===== config.mk =====
export PLATFORM = sky130hd
export DESIGN_NAME = pwm_led_multi
export DESIGN_NICKNAME = d
export VERILOG_FILES = /design/src/rtl/pwm_led_multi.sv
export SDC_FILE = /design/constraint.sdc
export NUM_CORES = 1
export LEC_CHECK = 0
export ABC_AREA = 0
export CELL_PAD_IN_SITES_DETAIL_PLACEMENT = 1
export CELL_PAD_IN_SITES_GLOBAL_PLACEMENT = 2
export CORE_UTILIZATION = 39
export CTS_BUF_LIST = sky130_fd_sc_hd__clkbuf_16
export DETAILED_ROUTE_END_ITERATION = 16
export GPL_ROUTABILITY_DRIVEN = 1
export GPL_TIMING_DRIVEN = 1
export PLACE_DENSITY_LB_ADDON = 0.1
export SLEW_MARGIN = 20
export SYNTH_ARGS = -nofsm -noshare
export SYNTH_HDL_FRONTEND = slang
export SYNTH_SLANG_ARGS = --single-unit

===== constraint.sdc =====
create_clock -name clk_i -period 6.27 [get_ports clk_i]
set_input_delay 1.254 -clock clk_i [delete_from_list [all_inputs] [get_ports clk_i]]
set_output_delay 1.254 -clock clk_i [all_outputs]
set_load 0.1 [all_outputs]

===== src/rtl/pwm_led_multi.sv =====
// Multi-channel PWM LED driver: shared prescaler and period counter, per-channel
// double-buffered duty with optional 1-LSB-per-period fade toward the target.
module pwm_led_multi #(
  parameter int CHANNELS = 4,
  parameter int RES      = 8,
  parameter int PRESC_W  = 16
) (
  input  logic                    clk_i,
  input  logic                    rst_i,
  input  logic [PRESC_W-1:0]      prescale_i,
  input  logic [CHANNELS*RES-1:0] duty_i,
  input  logic                    load_i,
  input  logic                    fade_en_i,
  output logic [CHANNELS-1:0]     pwm_o,
  output logic                    period_o,
  output logic                    busy_o
);

  localparam logic [RES-1:0]     CNT_MAX   = {RES{1'b1}};
  localparam logic [RES-1:0]     CNT_ONE   = {{(RES-1){1'b0}}, 1'b1};
  localparam logic [PRESC_W-1:0] PRESC_ONE = {{(PRESC_W-1){1'b0}}, 1'b1};

  logic [PRESC_W-1:0]             presc_cnt_q, presc_cnt_d;
  logic [RES-1:0]                 cnt_q, cnt_d;
  logic [CHANNELS-1:0][RES-1:0]   target_q, target_d;
  logic [CHANNELS-1:0][RES-1:0]   active_q, active_d;
  logic [CHANNELS-1:0]            pwm_q, pwm_d;
  logic                           period_q, period_d;
  logic                           busy_q, busy_d;
  logic                           tick_s;
  logic                           boundary_s;

  // Next-state: prescaler, period counter, duty buffers and output decode
  always_comb begin
    // >= rather than == so lowering prescale_i below the count ticks at once
    tick_s     = (presc_cnt_q >= prescale_i);
    boundary_s = tick_s && (cnt_q == CNT_MAX);
    if (tick_s) begin
      presc_cnt_d = {PRESC_W{1'b0}};
      cnt_d       = cnt_q + CNT_ONE;
    end else begin
      presc_cnt_d = presc_cnt_q + PRESC_ONE;
      cnt_d       = cnt_q;
    end
    target_d = target_q;
    active_d = active_q;
    pwm_d    = {CHANNELS{1'b0}};
    busy_d   = 1'b0;
    for (int k = 0; k < CHANNELS; k++) begin
      if (load_i) begin
        target_d[k] = duty_i[k*RES +: RES];
      end else begin
        target_d[k] = target_q[k];
      end
      // the boundary deliberately reads the old target, so a coincident load waits a period
      if (boundary_s) begin
        if (!fade_en_i) begin
          active_d[k] = target_q[k];
        end else if (active_q[k] < target_q[k]) begin
          active_d[k] = active_q[k] + CNT_ONE;
        end else if (active_q[k] > target_q[k]) begin
          active_d[k] = active_q[k] - CNT_ONE;
        end else begin
          active_d[k] = active_q[k];
        end
      end else begin
        active_d[k] = active_q[k];
      end
      pwm_d[k] = (cnt_d < active_d[k]);
      busy_d   = busy_d | (active_d[k] != target_d[k]);
    end
    period_d = boundary_s;
  end

  // State and registered outputs
  always_ff @(posedge clk_i or posedge rst_i) begin
    if (rst_i) begin
      presc_cnt_q <= {PRESC_W{1'b0}};
      cnt_q       <= {RES{1'b0}};
      target_q    <= {(CHANNELS*RES){1'b0}};
      active_q    <= {(CHANNELS*RES){1'b0}};
      pwm_q       <= {CHANNELS{1'b0}};
      period_q    <= 1'b0;
      busy_q      <= 1'b0;
    end else begin
      presc_cnt_q <= presc_cnt_d;
      cnt_q       <= cnt_d;
      target_q    <= target_d;
      active_q    <= active_d;
      pwm_q       <= pwm_d;
      period_q    <= period_d;
      busy_q      <= busy_d;
    end
  end

  assign pwm_o    = pwm_q;
  assign period_o = period_q;
  assign busy_o   = busy_q;

endmodule

==> results_dict.tcl <==
set metrics [dict create \
    ios 58 \
    power_per_cell_area_nw_per_um2 198.3 \
    post_cts_buffers 0 \
    global_route.overflow_total 0 \
    crit_buf_inv 3 \
    std_cell_rows 52 \
    timing.critical_path.max_delay_family "simple AND/OR/NAND/NOR gates" \
    gp_congestion 0.8306 \
    synth_warnings 0 \
    finish.net_count 1202 \
    worstSetupPathType "input pin to flip-flop" \
    drv_slew 0 \
    rsz0062_at_grt "false" \
    route.detailed.drc 0 \
    status "completed" \
    total_power_w 0.001858 \
    yosys-top-cells-area "sky130_fd_sc_hd__dfrtp_1 (29%), sky130_fd_sc_hd__ha_1 (13%), sky130_fd_sc_hd__inv_1 (4.8%), sky130_fd_sc_hd__a21oi_1 (4.3%), sky130_fd_sc_hd__nand2_1 (3.7%)" \
    hold_buffers 0 \
    hold_class "flip-flop to flip-flop" \
    dp.final_hpwl_um 20720 \
    max_slew_margin_pct 34.97 \
    xor_xnor_portion_of_the_synthesized_cell_area_pct 3.197 \
    grt_first_pass_wirelength_um 44530 \
    timing.final.ws_setup_ns 1.155 \
    die_width_um 147.2 \
    clock_insertion_delay_worst_skew_ns 0.36 \
    ys_top_cells_by_count "sky130_fd_sc_hd__inv_1 (105), sky130_fd_sc_hd__dfrtp_1 (94), sky130_fd_sc_hd__ha_1 (86), sky130_fd_sc_hd__nand2_1 (81), sky130_fd_sc_hd__a21oi_1 (71)" \
    layout-area-overhead-vs-synth_pct 14.02 \
    vias 7894 \
    pre_cts_ws_ns 0.7451 \
    synth.distinct_cells 74 \
    setup_violators_final 0 \
    drtPass1Iterations 4 \
    h-tree-depth 3 \
    synthMuxAreaShare_pct 1.796 \
    totalNegativeSetupSlack_ns 0 \
    ys_ff_latch 94 \
    period_minus_ws_final_ns 5.115 \
    avgViaCountPerCell 5.900 \
    worst-endpoint-arrival_ns 5.35 \
    die_h_um 147.2 \
    drtIter0Drc 434 \
    floorplan.initialDensity_pct 40.23 \
    placeableCoreArea_um2 20430 \
    final_worst_path_period_share_pct 81.58 \
    average_size_of_a_mapped_cell_um2 8.042 \
    dpl-instance-area_um2 9091 \
    globalRouteTotalUtil_pct 26.50 \
    slowest_stage "sky130_fd_sc_hd__or4_1" \
    portBuffers 57 \
    start_kind "input pin" \
    hold_ws_ns 0.5104 \
    synth-edff-count 0 \
    crit_path_cell_trace "clkdlybuf4s50_1, inv_1, ha_1, o21a_1, o211ai_1, a2111o_1, o21bai_4, buf_4, nand4_1, o41ai_4, nor4_1, or4_1, or4_1, or4b_1" \
    fillerInstances 2535 \
    cts.reportedPaths.clkPinSlew_ns 0.07 \
    critical-path-top-cell-by-count "sky130_fd_sc_hd__or4_1" \
    skew_ns 0.01095 \
    timing.critical_path.to_type "flip-flop" \
    number_of_gates_resized_after_cts 0 \
    synth_fp_nets 1160 \
    drive_above_1_share_pct 5.337 \
    cts_root_buf "sky130_fd_sc_hd__clkbuf_16" \
    synth_sequential_area_ratio_pct 28.62 \
    fraction_of_registers_with_async_set_reset_pct 100.0 \
    synth_compound_area_share_pct 23.85 \
    pwr-share-seq_pct 39.6 \
    post-synth-top-area-cell "sky130_fd_sc_hd__dfrtp_1" \
    antenna-diode-count 0 \
    synth_simple_gate_area_share_pct 22.38 \
    grt_pass1_vias 7983 \
    mean_routed_wirelength_per_cell_um 20.70 \
    clock_tree.buffer_depth 2 \
    pin_count_of_the_biggest_net_entering_global_routing 70 \
    drv.max_cap_violation_count 0 \
    total_leakage_power_nw 4.200 \
    yosys.area.top_type_share_pct 28.62 \
    cp.required_ns 6.51 \
    post_synthesis_instance_area_um2 8219 \
    irDropWorstVdd_mv 0.1450 \
    cellInternalPower_w 0.001189 \
    antenna_found_initial 0 \
    detail-route-antenna-nets 0 \
    synthMostInstantiatedCell "sky130_fd_sc_hd__inv_1" \
    worstMarginPinSlew_ns 0.9724 \
    tritoncts "done" \
    num_cts_buffers 9 \
    final_cell_area_um2 9371 \
    number_of_instances_in_the_synthesized_netlist 1022 \
    critical_path.max_stage_delay_ns 0.53 \
    final_hold_viol_count 0 \
    worst-path-max-fanout 45 \
    clock_power_share_pct 30.4 \
    design.die.area_um2 21660 \
    max_freq_ghz 0.1955 \
    synth_fa_ha_area_share_pct 13.09 \
    most_frequently_used_flop_master_after_synthesis "sky130_fd_sc_hd__dfrtp_1" \
    main_combinational_cell_family_by_area_after_synthesis "compound AO/OA/AOI/OAI gates" \
    route.final.wire_length_um 27700 \
    combinationalPowerShare_pct 30.0 \
    switching_share_pct 36.00 \
    numClockSinks 94 \
    total_switching_power_w 0.0006689 \
]
final cells by class:
type                            instances  area [µm²]  area share [%]
Inverter                              107       404.1           4.312
Timing Repair Buffer                   76       703.2           7.503
Tap cell                              270       337.8           3.605
Clock inverter                          6       55.05          0.5874
Sequential cell                        94        2352           25.10
Multi-Input combinational cell        776        5294           56.49
Clock buffer                            9       225.2           2.403
cells by family (layout without fill, tap and decap cells):
| kind of cell | Yosys count | in the layout |
|---|---|---|
| xor gates and xnor gates | 30 | 30 |
| muxes | 14 | 14 |
| DFF | 94 | 94 |
| and+or+nand+nor | 360 | 360 |
| buffers and inverters | 152 | 198 |
| adders and majority gates | 86 | 86 |
| AOI/OAI and AO/OA | 286 | 286 |
sequential cells by signal, summed over array words and instances, names as in the netlist:
signal,cells
active_q,32
busy_o,1
cnt_q,8
period_o,1
presc_cnt_q,16
pwm_o,4
target_q,32
worst paths after layout:
path                       slack [ns]  cells after the start            from              to
setup / recovery                 1.15                     14   prescale_i[5]          busy_o
hold / removal                   0.51                      1  presc_cnt_q[0]  presc_cnt_q[0]
setup reg to reg                 2.11                     12  presc_cnt_q[5]          busy_o
hold reg to reg                  0.51                      1  presc_cnt_q[0]  presc_cnt_q[0]
max in group asynchronous        3.86                      3           rst_i  presc_cnt_q[1]
min in group asynchronous        1.43                      2           rst_i     target_q[9]
power groups by stage:
stage | combinational [W] | sequential [W] | clock (W)
finish | 0.000558 | 0.000735 | 0.000564
detailed placement | 0.000558 | 0.000747 | 0
floorplan | 0.000348 | 0.000749 | 0
global placement | 0.000551 | 0.000746 | 0
global route | 0.000627 | 0.000744 | 0.000595
CTS | 0.000564 | 0.000735 | 0.000576
worst reg2reg max path, stage by stage (launching register included):
cell and delay, ns:
sky130_fd_sc_hd__dfrtp_1 0.42, sky130_fd_sc_hd__ha_1 0.31, sky130_fd_sc_hd__o21a_1 0.12, sky130_fd_sc_hd__o211ai_1 0.08
sky130_fd_sc_hd__a2111o_1 0.46, sky130_fd_sc_hd__o21bai_4 0.16, sky130_fd_sc_hd__buf_4 0.50, sky130_fd_sc_hd__nand4_1 0.27
sky130_fd_sc_hd__o41ai_4 0.12, sky130_fd_sc_hd__nor4_1 0.11, sky130_fd_sc_hd__or4_1 0.53, sky130_fd_sc_hd__or4_1 0.47
sky130_fd_sc_hd__or4b_1 0.50
layer usage:
| metal | share of wire (%) | wire [µm] | up-vias | GRT usage (%) |
|---|---|---|---|---|
| met3 | 2.6 | 729 | 32 | 2.578 |
| met4 | 2.3 | 648 | 0 | 8.505 |
| met2 | 46 | 12780 | 138 | 43.35 |
| met1 | 49 | 13550 | 3880 | 36.65 |
| met5 | 0 | 0 | - | 0 |
| li1 | - | - | 3844 | - |
cells in the final DEF (no fill, tap or decap), types with 9 or more instances in the layout:
cell | synthesis | layout
sky130_fd_sc_hd__o21ai_0 | 46 | 46
sky130_fd_sc_hd__clkbuf_16 | 0 | 9
sky130_fd_sc_hd__clkdlybuf4s50_1 | 0 | 55
sky130_fd_sc_hd__inv_1 | 105 | 105
sky130_fd_sc_hd__a21o_1 | 19 | 19
sky130_fd_sc_hd__buf_4 | 0 | 19
sky130_fd_sc_hd__xnor2_1 | 22 | 22
sky130_fd_sc_hd__nor3_1 | 28 | 28
sky130_fd_sc_hd__nand4_1 | 28 | 28
sky130_fd_sc_hd__nor4_1 | 20 | 20
sky130_fd_sc_hd__dfrtp_1 | 94 | 94
sky130_fd_sc_hd__ha_1 | 86 | 86
sky130_fd_sc_hd__nor2_1 | 65 | 65
sky130_fd_sc_hd__a21oi_1 | 71 | 71
sky130_fd_sc_hd__and2_1 | 11 | 11
sky130_fd_sc_hd__and3_1 | 22 | 22
sky130_fd_sc_hd__or3_1 | 14 | 14
sky130_fd_sc_hd__nand2_1 | 81 | 81
sky130_fd_sc_hd__nand3_1 | 47 | 47
sky130_fd_sc_hd__o211ai_1 | 16 | 16
sky130_fd_sc_hd__o21a_1 | 19 | 19
through the flow:
stage	std cells	util, %
after floorplan	1022	-
after global placement	1323	44.50
after detailed placement	1323	44.50
after CTS	1338	45.87
after global routing	1338	45.87
final	1338	45.87
No activity file was read; power rests on OpenSTA's default activity.
